**config.mk**
```make
export PLATFORM = sky130hd
export DESIGN_NAME = exp_rom_arbiter
export DESIGN_NICKNAME = d
export VERILOG_FILES = /design/src/rtl/exp_rom_arb_pkg.sv /design/src/rtl/exp_rom_rr_arbiter.sv /design/src/rtl/exp_rom_arbiter.sv
export SDC_FILE = /design/constraint.sdc
export NUM_CORES = 1
export LEC_CHECK = 0
export ABC_AREA = 0
export BUFFER_PORTS_ARGS = -buffer_cell sky130_fd_sc_hd__buf_2
export CORE_MARGIN = 5
export CORE_UTILIZATION = 41
export CTS_CLUSTER_SIZE = 8
export DETAILED_ROUTE_END_ITERATION = 6
export PLACE_DENSITY = 0.78
export SETUP_SLACK_MARGIN = 0.2
export SLEW_MARGIN = 15
export SYNTH_ARGS = -nofsm -noshare
export SYNTH_HDL_FRONTEND = slang
export SYNTH_SLANG_ARGS = --single-unit
export TNS_END_PERCENT = 10
```
**constraint.sdc**
```tcl
create_clock -name clk -period 2 [get_ports clk]
set_input_delay 0.2 -clock clk [delete_from_list [all_inputs] [get_ports clk]]
set_output_delay 0.2 -clock clk [all_outputs]
set_load 0.005 [all_outputs]
```
**src/rtl/exp_rom_arb_pkg.sv**
```systemverilog
// Shared constants and helpers for the exp-coefficient ROM arbiter.
//   EXP_ROM_DWIDTH / EXP_ROM_AWIDTH / EXP_ROM_DEPTH : default ROM geometry (32 x 8)
//   MAX_REQ / IDX_W : upper bound on requesters and the matching index width
//   onehot_to_idx   : encodes a one-hot grant vector into a requester index
package exp_rom_arb_pkg;

  localparam int unsigned EXP_ROM_DWIDTH = 8;
  localparam int unsigned EXP_ROM_AWIDTH = 5;
  localparam int unsigned EXP_ROM_DEPTH  = 32;

  localparam int unsigned MAX_REQ = 8;
  localparam int unsigned IDX_W   = 3;

  // OR-encoding is exact for one-hot input and yields 0 for an all-zero vector.
  function automatic logic [IDX_W-1:0] onehot_to_idx(input logic [MAX_REQ-1:0] oh);
    logic [IDX_W-1:0] idx;
    idx = '0;
    for (int unsigned i = 0; i < MAX_REQ; i++) begin
      if (oh[i]) idx = idx | IDX_W'(i);
    end
    return idx;
  endfunction

endpackage

```
**src/rtl/exp_rom_rr_arbiter.sv**
```systemverilog
// Grant logic for the exp ROM arbiter.
// Default build: round-robin starting at ptr, with wrap-around.
// EXP_ROM_ARB_FIXED_PRIO_EN defined: fixed priority (lowest index wins), no ptr register.
// Ports:
//   clk, reset : clock and asynchronous active-high reset
//   req        : per-requester request vector
//   grant      : combinational one-hot grant (all-zero when req is zero)
module exp_rom_rr_arbiter
  import exp_rom_arb_pkg::*;
#(
  parameter int unsigned NUM_REQ = 4
) (
  input  logic               clk,
  input  logic               reset,
  input  logic [NUM_REQ-1:0] req,
  output logic [NUM_REQ-1:0] grant
);

`ifdef EXP_ROM_ARB_FIXED_PRIO_EN

  // Clock and reset are only needed by the rotating pointer.
  logic unused_clk_rst;
  assign unused_clk_rst = clk ^ reset;

  // Isolate the lowest set bit.
  always_comb begin
    grant = req & (~req + NUM_REQ'(1));
  end

`else

  localparam int unsigned PTR_W = $clog2(NUM_REQ);

  logic [PTR_W-1:0]   ptr;
  logic [NUM_REQ-1:0] mask;
  logic [NUM_REQ-1:0] masked;
  logic [IDX_W-1:0]   gidx;

  // Prefer requests at or above ptr; fall back to the lowest request (wrap-around).
  always_comb begin
    mask = '0;
    for (int unsigned i = 0; i < NUM_REQ; i++) begin
      mask[i] = (PTR_W'(i) >= ptr);
    end
    masked = req & mask;
    if (|masked) grant = masked & (~masked + NUM_REQ'(1));
    else         grant = req & (~req + NUM_REQ'(1));
    gidx = onehot_to_idx(MAX_REQ'(grant));
  end

  // Pointer moves one past the winner; holds when nothing is granted.
  always_ff @(posedge clk or posedge reset) begin
    if (reset) begin
      ptr <= '0;
    end else if (|grant) begin
      if (gidx == IDX_W'(NUM_REQ - 1)) ptr <= '0;
      else                             ptr <= PTR_W'(gidx + IDX_W'(1));
    end
  end

`endif

endmodule

```
**src/rtl/exp_rom_arbiter.sv**
```systemverilog
// Shares the single-port exp-coefficient ROM between NUM_REQ requesters.
// One grant per cycle; response returns two cycles after the handshake.
// Build option: EXP_ROM_ARB_FIXED_PRIO_EN selects fixed priority instead of round-robin.
// Ports:
//   clk, reset   : clock and asynchronous active-high reset
//   req_valid    : per-requester request
//   req_addr     : packed addresses, requester i at [i*ADDR_WIDTH +: ADDR_WIDTH]
//   req_ready    : combinational one-hot grant (forced low during reset)
//   rsp_valid    : one-hot response strobe
//   rsp_data     : registered ROM word, broadcast
//   rom_address0 : ROM address, rom_ce0 : ROM enable, rom_q0 : ROM data (1-cycle latency)
module exp_rom_arbiter
  import exp_rom_arb_pkg::*;
#(
  parameter int unsigned NUM_REQ    = 4,
  parameter int unsigned DATA_WIDTH = EXP_ROM_DWIDTH,
  parameter int unsigned ADDR_WIDTH = EXP_ROM_AWIDTH
) (
  input  logic                          clk,
  input  logic                          reset,
  input  logic [NUM_REQ-1:0]            req_valid,
  input  logic [NUM_REQ*ADDR_WIDTH-1:0] req_addr,
  output logic [NUM_REQ-1:0]            req_ready,
  output logic [NUM_REQ-1:0]            rsp_valid,
  output logic [DATA_WIDTH-1:0]         rsp_data,
  output logic [ADDR_WIDTH-1:0]         rom_address0,
  output logic                          rom_ce0,
  input  logic [DATA_WIDTH-1:0]         rom_q0
);

  logic [NUM_REQ-1:0] grant;
  logic [NUM_REQ-1:0] g1;
  logic [IDX_W-1:0]   gidx;

  exp_rom_rr_arbiter #(
    .NUM_REQ (NUM_REQ)
  ) u_arb (
    .clk   (clk),
    .reset (reset),
    .req   (req_valid),
    .grant (grant)
  );

  // Grant and ROM drive; reset overrides the combinational grant.
  always_comb begin
    req_ready    = reset ? '0 : grant;
    rom_ce0      = !reset && (|req_valid);
    gidx         = onehot_to_idx(MAX_REQ'(req_ready));
    rom_address0 = '0;
    for (int unsigned i = 0; i < NUM_REQ; i++) begin
      if ((|req_ready) && (gidx == IDX_W'(i))) begin
        rom_address0 = req_addr[i*ADDR_WIDTH +: ADDR_WIDTH];
      end
    end
  end

  // Stage 1 tracks the grant across the ROM read; stage 2 returns the word.
  always_ff @(posedge clk or posedge reset) begin
    if (reset) begin
      g1        <= '0;
      rsp_valid <= '0;
      rsp_data  <= '0;
    end else begin
      g1        <= req_ready;
      rsp_valid <= g1;
      if (|g1) rsp_data <= rom_q0;
    end
  end

endmodule
```
# Word level (Yosys, flattened, before mapping)
# Index checks and enable logic that the tools add are counted.
# word_totals
register_bits	18
input_bits	34
out_inout_bits	22
word_cells	45
# op_classes
addsub	3
n_lt_le_gt_ge	4
n_eq_ne	4
n_mux	13
bitwise_logic	5
reduce_logical	12
# ops
cell	n
5-bit two-way mux	4
4-bit OR reduction	5
4-bit bitwise AND	3
2-bit two-way mux	5
4-bit by 1-bit adder with 4-bit output (second input constant)	2
4-bit two-way mux	2
4-bit inverter	2
1-bit logical AND	5
2-bit == test (second input constant)	2
1-bit by 2-bit >= comparator with 1-bit output (first input constant)	2
2-bit >= comparator (first input constant)	2
3-bit by 2-bit == test with 1-bit output (second input constant)	1
3-bit zero test	1
2-bit by 1-bit adder with 2-bit output (second input constant)	1
2-bit by 1-bit == test with 1-bit output (second input constant)	1
1-bit two-way mux	2
1-bit zero test	1

# Depth between registers and ports, before layout
# Gate-level depths: netlist (run 1).
# logic_depth
word_depth	16
ltp_mapped	7
mapped_depth_nobuf	5

# Modules after synthesis
# From an unflattened synthesis (run 1), not the netlist that was laid out.
# unflattened
hier_cells	104
hier_area_um2	1086.0
# modules_own_cells
module	instances	cells_each	area_per_inst_um2	seq_area_each_um2
exp_rom_arbiter	1	66	820.8	400.4
exp_rom_rr_arbiter	1	38	265.3	50.0

# Worst setup path after synthesis (run 1)
# No wires, ideal clock.
# synth_timing
kind	reg2out
start	register u_arb.ptr[0]
end	output port rom_address0[1]
t_arrival_ps	1597
required_ps	1800
path_slack_ps	203
stages_incl_launch_ff	7
n_path_buf	1
cell_sequence	dfrtp_1 -> nand2b_1 -> a221o_1 -> and2_1 -> buf_6 -> a22o_1 -> a221o_1
# synth_between
elab_chain_cells	16
word_cells_on_any_way	27
classes_between	add/sub: 1; order compare: 4; eq/ne: 3; mux: 9; bitwise: 3; reduce/logical: 7
# synth_lines
element	line_no	source
from (decl)	exp_rom_rr_arbiter.sv:34	logic [PTR_W-1:0] ptr;
from (signal assigned)	exp_rom_rr_arbiter.sv:57	else ptr <= PTR_W'(gidx + IDX_W'(1));
1-bit by 2-bit >= comparator with 1-bit output	exp_rom_rr_arbiter.sv:43	mask[i] = (PTR_W'(i) >= ptr);
4-bit bitwise AND *	exp_rom_rr_arbiter.sv:45	masked = req & mask;
4-bit inverter	exp_rom_rr_arbiter.sv:46	if (|masked) grant = masked & (~masked + NUM_REQ'(1));
4-bit by 1-bit adder with 4-bit output	exp_rom_rr_arbiter.sv:46	
4-bit bitwise AND	exp_rom_rr_arbiter.sv:46	
4-bit two-way mux *	exp_rom_rr_arbiter.sv:46	
4-bit two-way mux *	exp_rom_arbiter.sv:46	req_ready = reset ? '0 : grant;
1-bit two-way mux	exp_rom_arb_pkg.sv:19	if (oh[i]) idx = idx | IDX_W'(i);
2-bit two-way mux (2 in a row)	exp_rom_arb_pkg.sv:19	
3-bit zero test	exp_rom_arbiter.sv:51	if ((|req_ready) && (gidx == IDX_W'(i))) begin
1-bit logical AND	exp_rom_arbiter.sv:51	
5-bit two-way mux (3 in a row)	exp_rom_arbiter.sv:51	
5-bit two-way mux *	exp_rom_arbiter.sv:51	
to (decl)	exp_rom_arbiter.sv:26	output logic [ADDR_WIDTH-1:0] rom_address0,
# Every way passes the cells marked *; elsewhere a longest branch is shown, timed or not.

# Final worst setup path (run 1)
# layout_timing
start	register u_arb.ptr[0]
end	output port rom_address0[3]
# Same word-level chain as after synthesis.

==> results of run 1 <==
[cell families (layout without fill, tap and decap cells)]
logic type	Yosys count	after routing
flip-flops	18	18
AO/OA/AOI/OAI	21	21
AND/OR/NAND/NOR	21	21
multiplexers	8	8
buffers and inverters	8	68
[power by group]
part           total [W]  internal (W)  switching [W]
Sequential      0.000580      0.000494      0.0000857
Clock           0.000168     0.0000698      0.0000983
Combinational   0.000664      0.000377       0.000287
[placed cells by master, fill, tap and decap left out, drive strengths merged, types with 2 or more instances in the layout]
cell	count
o21ai	3
inv	5
nor3b	4
clkbuf	3
a22o	4
dfrtp	18
buf	60
a221o	5
o311a	2
mux2	8
a21oi	2
nor2	9
[cells in the mapped netlist (all sizes together)]
master | n | share of area (%)
a21oi | 2 | 1.2
a221o | 5 | 5.8
a221oi | 1 | 1.0
a22o | 4 | 4.0
a311o | 1 | 1.2
and2 | 1 | 0.72
and3 | 1 | 0.72
buf | 2 | 1.9
clkbuf | 1 | 0.43
dfrtp | 18 | 52
inv | 5 | 2.2
mux2 | 8 | 10
nand2 | 1 | 0.43
nand2b | 1 | 0.72
nand3 | 1 | 0.58
nor2 | 9 | 3.9
nor2b | 1 | 0.72
nor3 | 1 | 0.58
nor3b | 4 | 3.5
nor4 | 1 | 1.4
o211ai | 1 | 0.86
o21ai | 3 | 1.7
o221ai | 1 | 1.0
o311a | 2 | 2.3
o32ai | 1 | 1.0
[state kept, by name (all words and copies together) (netlist names)]
name and cells:
rsp_data 8, g1 4, rsp_valid 4, u_arb.ptr 2
[stage by stage]
stage          hold WS [ns]  utilization (%)  instance area [sq um]  setup TNS [ns]
2_1_floorplan         0.335                -                    868               0
3_3_place_gp          0.379             59.5                   1180               0
3_5_place_dp          0.379             59.5                   1180               0
4_1_cts               0.140             62.6                   1240          -0.660
5_1_grt               0.135             62.6                   1240           -1.28
6_report              0.149             62.6                   1240          -0.706
[path summary, 6_finish.rpt]
path / startpoint / endpoint / slack, ns / depth (start not counted)
worst max-delay path: u_arb.ptr[0] / rom_address0[3] / -0.15 / 6
worst min-delay path: rom_q0[0] / rsp_data[0] / 0.15 / 2
worst max register to register: u_arb.ptr[0] / u_arb.ptr[1] / 0.40 / 6
worst min register to register: g1[3] / rsp_valid[3] / 0.40 / 0
max in group asynchronous: reset / u_arb.ptr[1] / 1.63 / 3
min in group asynchronous: reset / u_arb.ptr[0] / 0.17 / 3
[repair_timing]
action | CTS | global route
buffers inserted | 2 | 0
pin swaps | 2 | 0
endpoints found under the hold margin | 0 | 0
resized for setup | 7 | 0
endpoints found under the setup margin | 7 | 8
[layout make-up]
class | count | share of cell area (%)
clock buffer | 3 | 1.81
inverter | 5 | 1.51
multi-input combinational | 50 | 32.3
sequential | 18 | 36.5
tap | 27 | 2.72
timing repair buffer | 60 | 25.2
[layer usage]
layer / up-vias / routed length, um / global-route usage, %
li1: 409 / - / -
met1: 404 / 805 / 15.9
met2: 49 / 1330 / 29.2
met3: 8 / 196 / 4.18
met4: 0 / 53 / 11.2
met5: - / 0 / 0
[critical path: stages (launching register included)]
cell      delay, ns
dfrtp_2        0.45
nand2b_4       0.15
a221o_1        0.31
and2_4         0.17
a22o_1         0.18
a221o_1        0.28
buf_2          0.13
==> impl_results.md, run 1 <==
* CP Data Required Time at 1.80 ns
* Synth Net Count at 110
* IO Count at 56
* Worst slack, placed at 0.0322 ns
* I/O Buffers at 55
* Vias in the first global route at roughly 920
* Post-Synth Adder-Cell Area at 0%
* Final Hold Viols at 0
* Slew @ Worst Pin at 0.383 ns
* Congestion Overflow GR at 0
* Initial antenna violation count at 0
* Num CTS Buffers at 3
* Slew headroom at ~74%
* Largest net degree at the start of global routing at 19
* Worst-path clk slew at 0.09 ns
* Antenna-violating nets left at 0
* Compound-cell area share of the yosys netlist at 20.0%
* Die X at 56.0 um
* Synth warn at 0
* Antenna cells at 0
* Max Freq at 464 MHz
* Post-synthesis mux area share at about 10%
* H-tree level count at 1
* Die Ht at 56.0 um
* Starting density of the core at 43.8%
* Worst Hold Class: input pin to flop
* Core area at 1980 sq um
* Mapped Area at 868 sq um
* Final nets at 172
* Cell Rows at 16
* Final setup fails at 5
* Filler cells at between 150 and 200
* Netlist cell types at 27
* Critical path class: flop to output pin
* Register area share after synthesis at 51.9%
* Period utilization at 108%
* Crit start category: flop
* Area of the multi-input gates at ~400 sq um
* XOR/XNOR Fraction of Synth Area at 0%
* Hpwl dp at 1880 um
* Mean Syn Cell Area at between 10 and 15 sq um
* Main combinational cell family by area after synthesis: compound AO/OA/AOI/OAI gates
* Post-synthesis cell count at 76
* Total wire length at 2380 um
* Clock buffer depth at 2
* Register bit count reported by yosys at 18
* Register area at 453 sq um
* Clk root buf: clkbuf_4
* Max VDD drop at about 0.75 mV
* Max Slew Vio Count at 0
* Post-route non-filler standard cell count at 163
* Synth Area in Simple Gates at 13.3%
* CP Capture Type: output pin
* CTS Hold Bufs at 0
* First-pass GRT wire length at 4000 um
* P per Cell Area at 1140 nW/um^2
* Residual DRC at 0
* Max_cap viols at 0
* RePlAce Congestion at 0.858
* CP Data Arrival Time at 1.95 ns
* CP max FO at 7
* Failing checks: setup timing
* GR Util All Layers at 16.2%
* Initial detailed-routing violation count at 24
* Total power at between 0.001 and 0.0015 W
* Layout area overhead at 42.9%
* Worst skew pair latency at 0.28 ns
* Die ar. at 3140 sq um
* Cell Count Post-Placement at 158
* DR vias/cell at 5.34
* RSZ-0062 raised after global routing: yes
* Skew final at 0.00380 ns
* CTS tree: yes
* Clock sink count at 18
* Crit path time final at between 2 and 2.5 ns
* Status: finished, violations left
* TritonRoute pass-1 iters at 4
* Vias at 870
* WL/cell at 14.6 um
* Post-route setup slack at -0.154 ns
* Share of cells above drive strength 1 at 57.4%
* Leak at 0.653 nW
(Power assumes the default switching activity.)
==> run 2: changes to the inputs <==
--- a/config.mk
+++ b/config.mk
@@ -11,6 +11,7 @@
 export CORE_UTILIZATION = 41
 export CTS_CLUSTER_SIZE = 8
 export DETAILED_ROUTE_END_ITERATION = 6
+export HOLD_SLACK_MARGIN = 0.15
 export PLACE_DENSITY = 0.78
 export SETUP_SLACK_MARGIN = 0.2
 export SLEW_MARGIN = 15
==> impl_results.md, run 2 (synthesis results as in run 1) <==
* Vias in the first global route at just over 900
* Crit path time final at 2.16 ns
* Hpwl dp at 1880 um
* Filler cells at 166
* Crit start category: flop
* Critical path class: flop to output pin
* Final Hold Viols at 0
* IO Count at 56
* Status: finished, violations left
* Total wire length at around 2400 um
* Biggest regs: rsp_data x8, g1 x4, rsp_valid x4
* CP peak stage delay at 0.45 ns
* Register area at around 450 sq um
* Commonest non-fill, non-tap cell in the layout: buf_2
* Clk root buf: clkbuf_4
* H-tree level count at 1
* Starting density of the core at between 40% and 50%
* Skew final at around 0.0038 ns
* RSZ-0062 raised after global routing: yes
* CP max FO at 7
* Slew headroom at 74.3%
* Total power at between 0.001 and 0.0015 W
* RePlAce Congestion at 0.858
* Final setup fails at 5
* I/O Buffers at 55
* Clock sink count at 18
* Max VDD drop at between 0.7 and 0.8 mV
* Share of cells above drive strength 1 at 55.7%
* Reg with most FFs: rsp_data
* First-pass GRT wire length at roughly 4000 um
* Cell Count Post-Placement at 158
* Area of the multi-input gates at 400 sq um
* Worst-path clk slew at about 0.090 ns
* CP Data Required Time at 1.80 ns
* Most frequent cells in the layout: buf_2 (55), dfrtp_1 (16), nor2_1 (9)
* CP Capture Type: output pin
* Slew @ Worst Pin at 0.383 ns
* Failing checks: setup timing
* Antenna cells at 0
* Final nets at 176
* CTS tree: yes
* Antenna-violating nets left at 0
* Post-route setup slack at -0.155 ns
* Worst Hold Class: input pin to flop
* Layout area overhead at 47.6%
* Congestion Overflow GR at 0
* Final instance area at 1280 sq um
* Cell Rows at 16
* CP dominant cell by count: a221o_1
* Largest net degree at the start of global routing at 19
* Max Slew Vio Count at 0
* Post-route non-filler standard cell count at 167
* Max Freq at 464 MHz
* Vias at 884
* Core area at between 1500 and 2000 sq um
* CP Data Arrival Time at 1.96 ns
* Leak at about 0.67 nW
* Max_cap viols at 0
* Die ar. at 3140 sq um
* Crit-path cells: nand2b_4 -> a221o_1 -> and2_4 -> a22o_1 -> a221o_1 -> buf_2
* WL/cell at 14.6 um
* Initial antenna violation count at 0
* Slowest cell on the critical path: dfrtp_2
* DR vias/cell at 5.29
* Period utilization at 108%
* TritonRoute pass-1 iters at 4
* P per Cell Area at 1110 nW/um^2
* Residual DRC at 0
* Max reg flops at 8
* Initial detailed-routing violation count at 23
* Die Ht at 56.0 um
* GR Util All Layers at 16.6%
* Die X at between 50 and 60 um
* Num CTS Buffers at 3
* Placed inst area at 1180 sq um
* Worst skew pair latency at between 0.2 and 0.3 ns
* Clock buffer depth at 2
run 2: per-layer routing:
layer | track usage [%] | vias up | routed length [um]
met1 | 16.5 | 412 | 832
li1 | - | 417 | -
met4 | 10.5 | 0 | 53
met3 | 3.94 | 8 | 189
met5 | 0 | - | 0
met2 | 30.6 | 47 | 1370
run 2: layout make-up:
type	instances	share of cell area (%)
multi-input cells	50	31.2
inverters	5	1.46
well taps	27	2.64
repair buffers	64	27.5
flip-flops and latches	18	35.4
clock buffers	3	1.76
run 2: repair_timing:
action | 4_1_cts | 5_1_grt
setup endpoints to repair | 7 | 8
pin swaps | 2 | 0
hold endpoints to repair | 4 | 0
setup buffers | 2 | 0
resized for setup | 7 | 0
hold buffers | 4 | 0
run 2: metrics by stage:
stage | utilization (%) | setup TNS [ns] | hold WS (ns) | worst slack (ns)
6_report | 64.6 | -0.711 | 0.157 | -0.155
2_1_floorplan | - | 0 | 0.335 | 0.203
3_5_place_dp | 59.5 | 0 | 0.379 | 0.0322
3_3_place_gp | 59.5 | 0 | 0.379 | 0.0901
5_1_grt | 64.6 | -1.28 | 0.151 | -0.252
4_1_cts | 64.6 | -0.660 | 0.150 | -0.145
run 2: final timing paths:
| kind | from | endpoint | slack, ns | depth (start not counted) |
|---|---|---|---|---|
| setup / recovery | u_arb.ptr[0] | rom_address0[3] | -0.16 | 6 |
| hold / removal | rom_q0[7] | rsp_data[7] | 0.16 | 2 |
| setup reg to reg | u_arb.ptr[0] | u_arb.ptr[1] | 0.40 | 6 |
| hold reg to reg | g1[3] | rsp_valid[3] | 0.40 | 0 |
| max in group asynchronous | reset | u_arb.ptr[1] | 1.63 | 3 |
| min in group asynchronous | reset | u_arb.ptr[0] | 0.17 | 3 |
run 2: critical path, delay by kind of cell (launching register included):
family          cells  cell delay [ns]
compound gates      3             0.77
buf+inv             1             0.13
simple gates        2             0.32
flops               1             0.45
run 2: report_power, final:
group,leakage [nW],switching [W],internal [W]
registers,0.223,0.0000869,0.000494
clock network,0.0138,0.0000988,0.0000698
logic,0.434,0.000292,0.000382
